## src/rtl/ddr_tx_serializer.sv

```systemverilog
// rtl/ddr_tx_serializer.sv - 20-bit framed word serializer, one bit per SCL edge
// Frame is {preamble, data, odd-bit parity, inverted even-bit parity}, sent MSB first.
module ddr_tx_serializer (
  input  logic        i_sys_clk,
  input  logic        i_rst_n,
  input  logic        i_ser_en,
  input  logic        i_scl_pos_edge,
  input  logic        i_scl_neg_edge,
  input  logic        i_ser_valid,
  input  logic [1:0]  i_ser_preamble,
  input  logic [15:0] i_ser_data,
  output logic        o_ser_ready,
  output logic        o_ser_sdo,
  output logic        o_ser_busy,
  output logic        o_ser_word_done,
  output logic [4:0]  o_ser_bit_idx
);

  typedef enum logic {IDLE, SHIFT} state_t;

  state_t      state_q, state_d;
  logic        hold_valid_q, hold_valid_d;
  logic [19:0] hold_frame_q, hold_frame_d;
  logic [19:0] shift_q, shift_d;
  logic [4:0]  bit_idx_q, bit_idx_d;
  logic        sdo_q, sdo_d;
  logic        done_q, done_d;

  logic [19:0] new_frame;
  logic        scl_edge;
  logic        last_bit;
  logic        accept;

  assign new_frame = {i_ser_preamble, i_ser_data,
                      ^(i_ser_data & 16'hAAAA), ~^(i_ser_data & 16'h5555)};
  assign scl_edge  = i_scl_pos_edge | i_scl_neg_edge;
  assign last_bit  = (state_q == SHIFT) && scl_edge && (bit_idx_q == 5'd19);
  assign accept    = i_ser_valid && o_ser_ready;

  always_comb begin
    state_d      = state_q;
    hold_valid_d = hold_valid_q;
    hold_frame_d = hold_frame_q;
    shift_d      = shift_q;
    bit_idx_d    = bit_idx_q;
    sdo_d        = sdo_q;
    done_d       = 1'b0;

    if (!i_ser_en) begin
      state_d      = IDLE;
      hold_valid_d = 1'b0;
      bit_idx_d    = 5'd0;
      sdo_d        = 1'b1;
    end else begin
      if (state_q == SHIFT && scl_edge) begin
        sdo_d     = shift_q[19];
        shift_d   = {shift_q[18:0], 1'b0};
        bit_idx_d = bit_idx_q + 5'd1;
        if (last_bit) begin
          done_d    = 1'b1;
          bit_idx_d = 5'd0;
          if (hold_valid_q) begin
            shift_d      = hold_frame_q;
            hold_valid_d = 1'b0;
          end else begin
            state_d = IDLE;
          end
        end
      end
      // A word arriving as the shifter empties goes straight in, so there is no gap.
      if (accept) begin
        if (state_q == IDLE || (last_bit && !hold_valid_q)) begin
          shift_d = new_frame;
          state_d = SHIFT;
        end else begin
          hold_frame_d = new_frame;
          hold_valid_d = 1'b1;
        end
      end
    end
  end

  always_ff @(posedge i_sys_clk or negedge i_rst_n) begin
    if (!i_rst_n) begin
      state_q      <= IDLE;
      hold_valid_q <= 1'b0;
      hold_frame_q <= 20'd0;
      shift_q      <= 20'd0;
      bit_idx_q    <= 5'd0;
      sdo_q        <= 1'b1;
      done_q       <= 1'b0;
    end else begin
      state_q      <= state_d;
      hold_valid_q <= hold_valid_d;
      hold_frame_q <= hold_frame_d;
      shift_q      <= shift_d;
      bit_idx_q    <= bit_idx_d;
      sdo_q        <= sdo_d;
      done_q       <= done_d;
    end
  end

  assign o_ser_ready     = i_ser_en && !hold_valid_q;
  assign o_ser_sdo       = sdo_q;
  assign o_ser_busy      = (state_q == SHIFT);
  assign o_ser_word_done = done_q;
  assign o_ser_bit_idx   = bit_idx_q;

endmodule

```

## config.mk

```make
export PLATFORM = sky130hd
export DESIGN_NAME = ddr_tx_serializer
export DESIGN_NICKNAME = d
export VERILOG_FILES = /design/src/rtl/ddr_tx_serializer.sv
export SDC_FILE = /design/constraint.sdc
export NUM_CORES = 1
export LEC_CHECK = 0
export CAP_MARGIN = 20
export CORE_MARGIN = 2
export CORE_UTILIZATION = 54
export DETAILED_ROUTE_END_ITERATION = 8
export PLACE_DENSITY = 0.79
export SLEW_MARGIN = 30
export SYNTH_ARGS = -nofsm -noshare
export SYNTH_HDL_FRONTEND = slang
export SYNTH_SLANG_ARGS = --single-unit
```

## constraint.sdc

```tcl
create_clock -name i_sys_clk -period 1.95 [get_ports i_sys_clk]
set_clock_uncertainty 0.15 [all_clocks]
set_input_delay 0.39 -clock i_sys_clk [delete_from_list [all_inputs] [get_ports i_sys_clk]]
set_output_delay 0.39 -clock i_sys_clk [all_outputs]
set_load 0.02 [all_outputs]
```

* Yosys cells after proc, flatten, opt, wreduce, memory -nomap -nowiden *
Cells that the tools add are included.

operators by class
  add/subtract/negate cells = 1
  $mul = 0
  div/mod/pow operators = 0
  $lt $le $gt $ge = 0
  eq/ne operators = 2
  shift operators = 0
  mux-type cells = 24
  bitwise gates (word level) = 3
  reduce and logical (&&, ||, !) cells = 10

operators with widths
  kind                 number
  $mux 20              5
  $mux 1               16
  $reduce_xnor 16->1   1
  $reduce_xor 16->1    1
  $mux 5               3
  $add 5x1->5 const B  1
  $eq 5x5->1 const B   1
  $logic_and 1x1->1    5
  $reduce_and 3->1     1
  $ne 2x1->1 const B   1
  $not 1->1            2
  $logic_not 1->1      1
  $logic_or 1x1->1     1
  $or 1x1->1           1

storage, ports and cells
  register bits after elaboration = 49
  bits in latches = 0
  memory bits (writable) = 0
  ROM bits = 0
  bits of input ports = 24
  logic and storage cells = 47
  memories kept = 0

* Logic depth before layout (Yosys ltp) *
  word-level depth = 8
  mapped depth = 7

* Worst setup path after synthesis *
No wires, ideal clock.

  kind = flip-flop to flip-flop
  start = register bit_idx_q[0] (netlist: o_ser_bit_idx[0])
  end = register shift_q[10]
  arrival = 1.662 ns
  path slack = 0.008 ns
  stages on the path, launching flop included = 8
  path buffers = 2
  clock period less this slack = 1.942 ns
  path through = dfrtp_1 -> ha_1 -> nor4bb_1 -> buf_4 -> nand2_2 -> buf_4 -> o22ai_1 -> a21oi_1

on the way
  word-level cells in the longest chain between the ends = 6
  elaborated cells on any way between the ends = 8

RTL lines
  item                                                 line    text
  start, declared                                      25      logic [4:0] bit_idx_q, bit_idx_d;
  start signal, assigned                               97      bit_idx_q <= bit_idx_d;
  $eq 5x5->1 *                                         37      assign last_bit = (state_q == SHIFT) && scl_edge && (bit_idx_q == 5'd19);
  $logic_and 1x1->1 *                                  37
  $mux 20 / $logic_and 1x1->1 (equally long branches)  59, 72
  $mux 20 / $logic_or 1x1->1 (equally long branches)   55, 72
  $mux 20                                              72      if (state_q == IDLE || (last_bit && !hold_valid_q)) begin
  $mux 20 *                                            71      if (accept) begin
  end signal, assigned                                 96      shift_q <= shift_d;
  end, declared                                        24      logic [19:0] shift_q, shift_d;

Mark *: on every way between the ends. The rest lies on a longest branch, timed or not.
A chain may end at the register's enable or synchronous reset.

* Final worst setup path *
  start = input port i_ser_en
  end = output port o_ser_ready

on the way
  word-level cells in the longest chain between the ends = 1

RTL lines
  item               line  text
  start, declared    6     input logic i_ser_en,
  $logic_and 1x1->1  103   assign o_ser_ready = i_ser_en && !hold_valid_q;
  end, declared      12    output logic o_ser_ready,

No other way between the ends.

==> qor.txt <==
WL per Instance -> 18.30 um
First drt pass iteration count -> 4
Pre-CTS setup slack -> -0.3068 ns
Initial drt markers -> 226
Mapped Nets -> 232
Row Count -> 24
Inst Count DP -> 305
Final Cycle Share -> 98.09%
Predominant post-synthesis flop cell -> dfrtp_1
CTS H-tree depth -> 2
Post-synth top cells -> dfrtp_1 (48), a21oi_1 (21), o22ai_1 (18), o32ai_1 (18), mux2_2 (15)
CTS tree -> yes
Hold crit path type -> register to register
Synthesis-stage register bit count -> 49
Die footprint -> 5079 sq um
CTS root buf -> clkbuf_8
CP max FO -> 2
Hold WS -> 0.3426 ns
Final setup TNS -> 0 ns
Initial Util -> 56.12%
Drt via density -> 6.157
Finished Core Util -> 73.85%
CTS max path bufs -> 2
Post-Syn Area -> 2444 sq um
Fin nets -> 291
Critical Path Sink Type -> primary output
Fin crit period -> 1.913 ns
I/O Pins -> 33
Vias -> 1,964
Antenna violations before repair -> 0
Count leader, synth -> dfrtp_1
IO buf count -> 32
GRT Residual Overflow -> 0
Post-DP Area -> 2955 sq um
CP arrival -> 1.37 ns
Fin cells -> 319
CP required -> 1.41 ns
GR Util All Layers -> 23.92%
Status -> completed
Number of synthesized flops with an enable pin -> 0
Final hold vios -> 0
Detail Route Antenna Nets -> 0
Sequential area share after synthesis -> 50.23%
Die Y -> 71.27 um
Synthesis Warnings -> 0
Clk slew on worst S/H paths -> 0.08 ns
Largest area contributor in the netlist -> dfrtp_1
HPWL after DPL -> 3.808 mm
Setup repair after global routing missed its margin -> true
Layout area overhead -> 31.59%
Gate Count Post-Synth -> 207
Core area -> 4354 sq um
Max_cap viols -> 0
Mapped Avg Cell Area -> 11.80 sq um
Area share of the largest cell type after synthesis -> 49.16%
Fmax -> 522.8 MHz
Post-synth cell types -> 42
Setup ws final -> 0.03734 ns
DIE WIDTH -> 71.27 um
N_diodes -> 0
Main area contributors after synthesis -> dfrtp_1 (49%), mux2_2 (6.9%), o32ai_1 (6.5%)
WL final -> 5.839 mm
# clock sinks -> 49
Setup violators final -> 0
Number of global-route vias before repair -> 1,962
Worst-Margin Slew -> 0.4941 ns
Ys async rst share -> 100.0%
Remaining DRCs -> 0
Max_slew headroom -> 66.98%
Cell area after layout -> 3216 sq um
Setup CP Type -> input pin to primary output
Total power -> 2.706 mW
First-pass GRT wire length -> 9.632 mm
Pleak -> 1.323 nW
Pin count of the biggest net entering global routing -> 25
Later-pin clock latency in the skew report -> 0.30 ns
P per Cell Area -> 841.6 nW/um^2
Final Max Tran Viols -> 0
VDD IR max -> 591.3 uV
Startpoint types -> input pin
Final RePlAce weighted congestion -> 0.7865
Number of CTS-inserted buffers -> 5
Fraction of layout cells with a size suffix above 1 -> 29.21%
metal layers:
metal | vias to the layer above | GRT usage (%) | wire length, um | share of wire, %
li1 | 912 | - | - | -
met1 | 975 | 34.37 | 2524 | 43
met2 | 67 | 36.83 | 2932 | 50
met3 | 10 | 4.923 | 299 | 5.1
met4 | 0 | 7.547 | 82 | 1.4
met5 | - | 0 | 0 | 0
layout by cell type, fill, tap and decap left out, types with 2 or more instances in the layout:
| master | n |
|---|---|
| buf_12 | 3 |
| a21boi_0 | 4 |
| clkbuf_8 | 5 |
| o21a_1 | 2 |
| nor3b_1 | 2 |
| o32ai_1 | 10 |
| mux2_2 | 15 |
| nand2_1 | 8 |
| nor2_1 | 2 |
| nor3_1 | 2 |
| nor2b_1 | 5 |
| dfrtp_1 | 48 |
| dlygate4sd2_1 | 6 |
| a21oi_1 | 21 |
| nand4_1 | 2 |
| and2_1 | 2 |
| clkdlybuf4s50_1 | 23 |
| o22ai_1 | 14 |
| o32ai_2 | 8 |
| mux2_1 | 3 |
| o211ai_1 | 2 |
| dlymetal6s2s_1 | 2 |
| o22ai_2 | 4 |
| clkbuf_1 | 3 |
| buf_4 | 29 |
| xnor2_1 | 14 |
| o21ai_0 | 5 |
where the power goes:
part / internal, mW / switching, mW / leakage, nW
Combinational: 0.402 / 0.308 / 0.702
Clock: 0.255 / 0.318 / 0.0395
Sequential: 1.26 / 0.160 / 0.582
Total: 1.92 / 0.787 / 1.32
worst max-delay path, cell delays in order:
cell and delay (ns):
clkdlybuf4s50_1 0.48, nor2b_1 0.16, dlygate4sd2_1 0.34
cell families (layout without fill, tap and decap cells):
family | Yosys count | count (layout) | share of synthesized area (%)
AO/OA/AOI/OAI | 76 | 76 | 21.76
XOR/XNOR | 15 | 15 | 5.377
multiplexers | 18 | 18 | 8.295
flip-flops | 49 | 49 | 50.23
AND/OR/NAND/NOR | 33 | 33 | 8.910
buffers and inverters | 15 | 75 | 4.915
adder cells (fa/ha/maj) | 1 | 1 | 0.5120
worst paths after layout:
kind,cells after the start,endpoint,start,slack [ns]
worst min-delay path,2,hold_frame_q[0],hold_frame_q[0],0.34
worst max-delay path,3,o_ser_ready,i_ser_en,0.04
worst max register to register,7,shift_q[14],o_ser_bit_idx[0],0.06
max in group asynchronous,3,o_ser_sdo,i_rst_n,0.69
min in group asynchronous,2,hold_frame_q[3],i_rst_n,0.37
worst min register to register,2,hold_frame_q[0],hold_frame_q[0],0.34
final cells by class:
cell class                 instances  area (sq um)
sequential                        49          1227
multi-input combinational        143          1227
fill                             301          1139
timing repair buffer              66         611.8
clock buffer                       8         80.08
tap                               52         65.06
inverter                           1         3.754
flip-flops by register name, summed over array words and instances (netlist names):
name,flops
o_ser_word_done,1
o_ser_bit_idx,5
shift_q,20
o_ser_sdo,1
hold_frame_q,20
hold_valid_q,1
o_ser_busy,1
repair_timing:
action	CTS	global route
hold buffers	1	0
endpoints found under the setup margin	23	20
buffers inserted	2	3
gates resized for setup	9	19
hold endpoints to repair	12	0
Note: power is estimated with default switching activity, not from simulation.
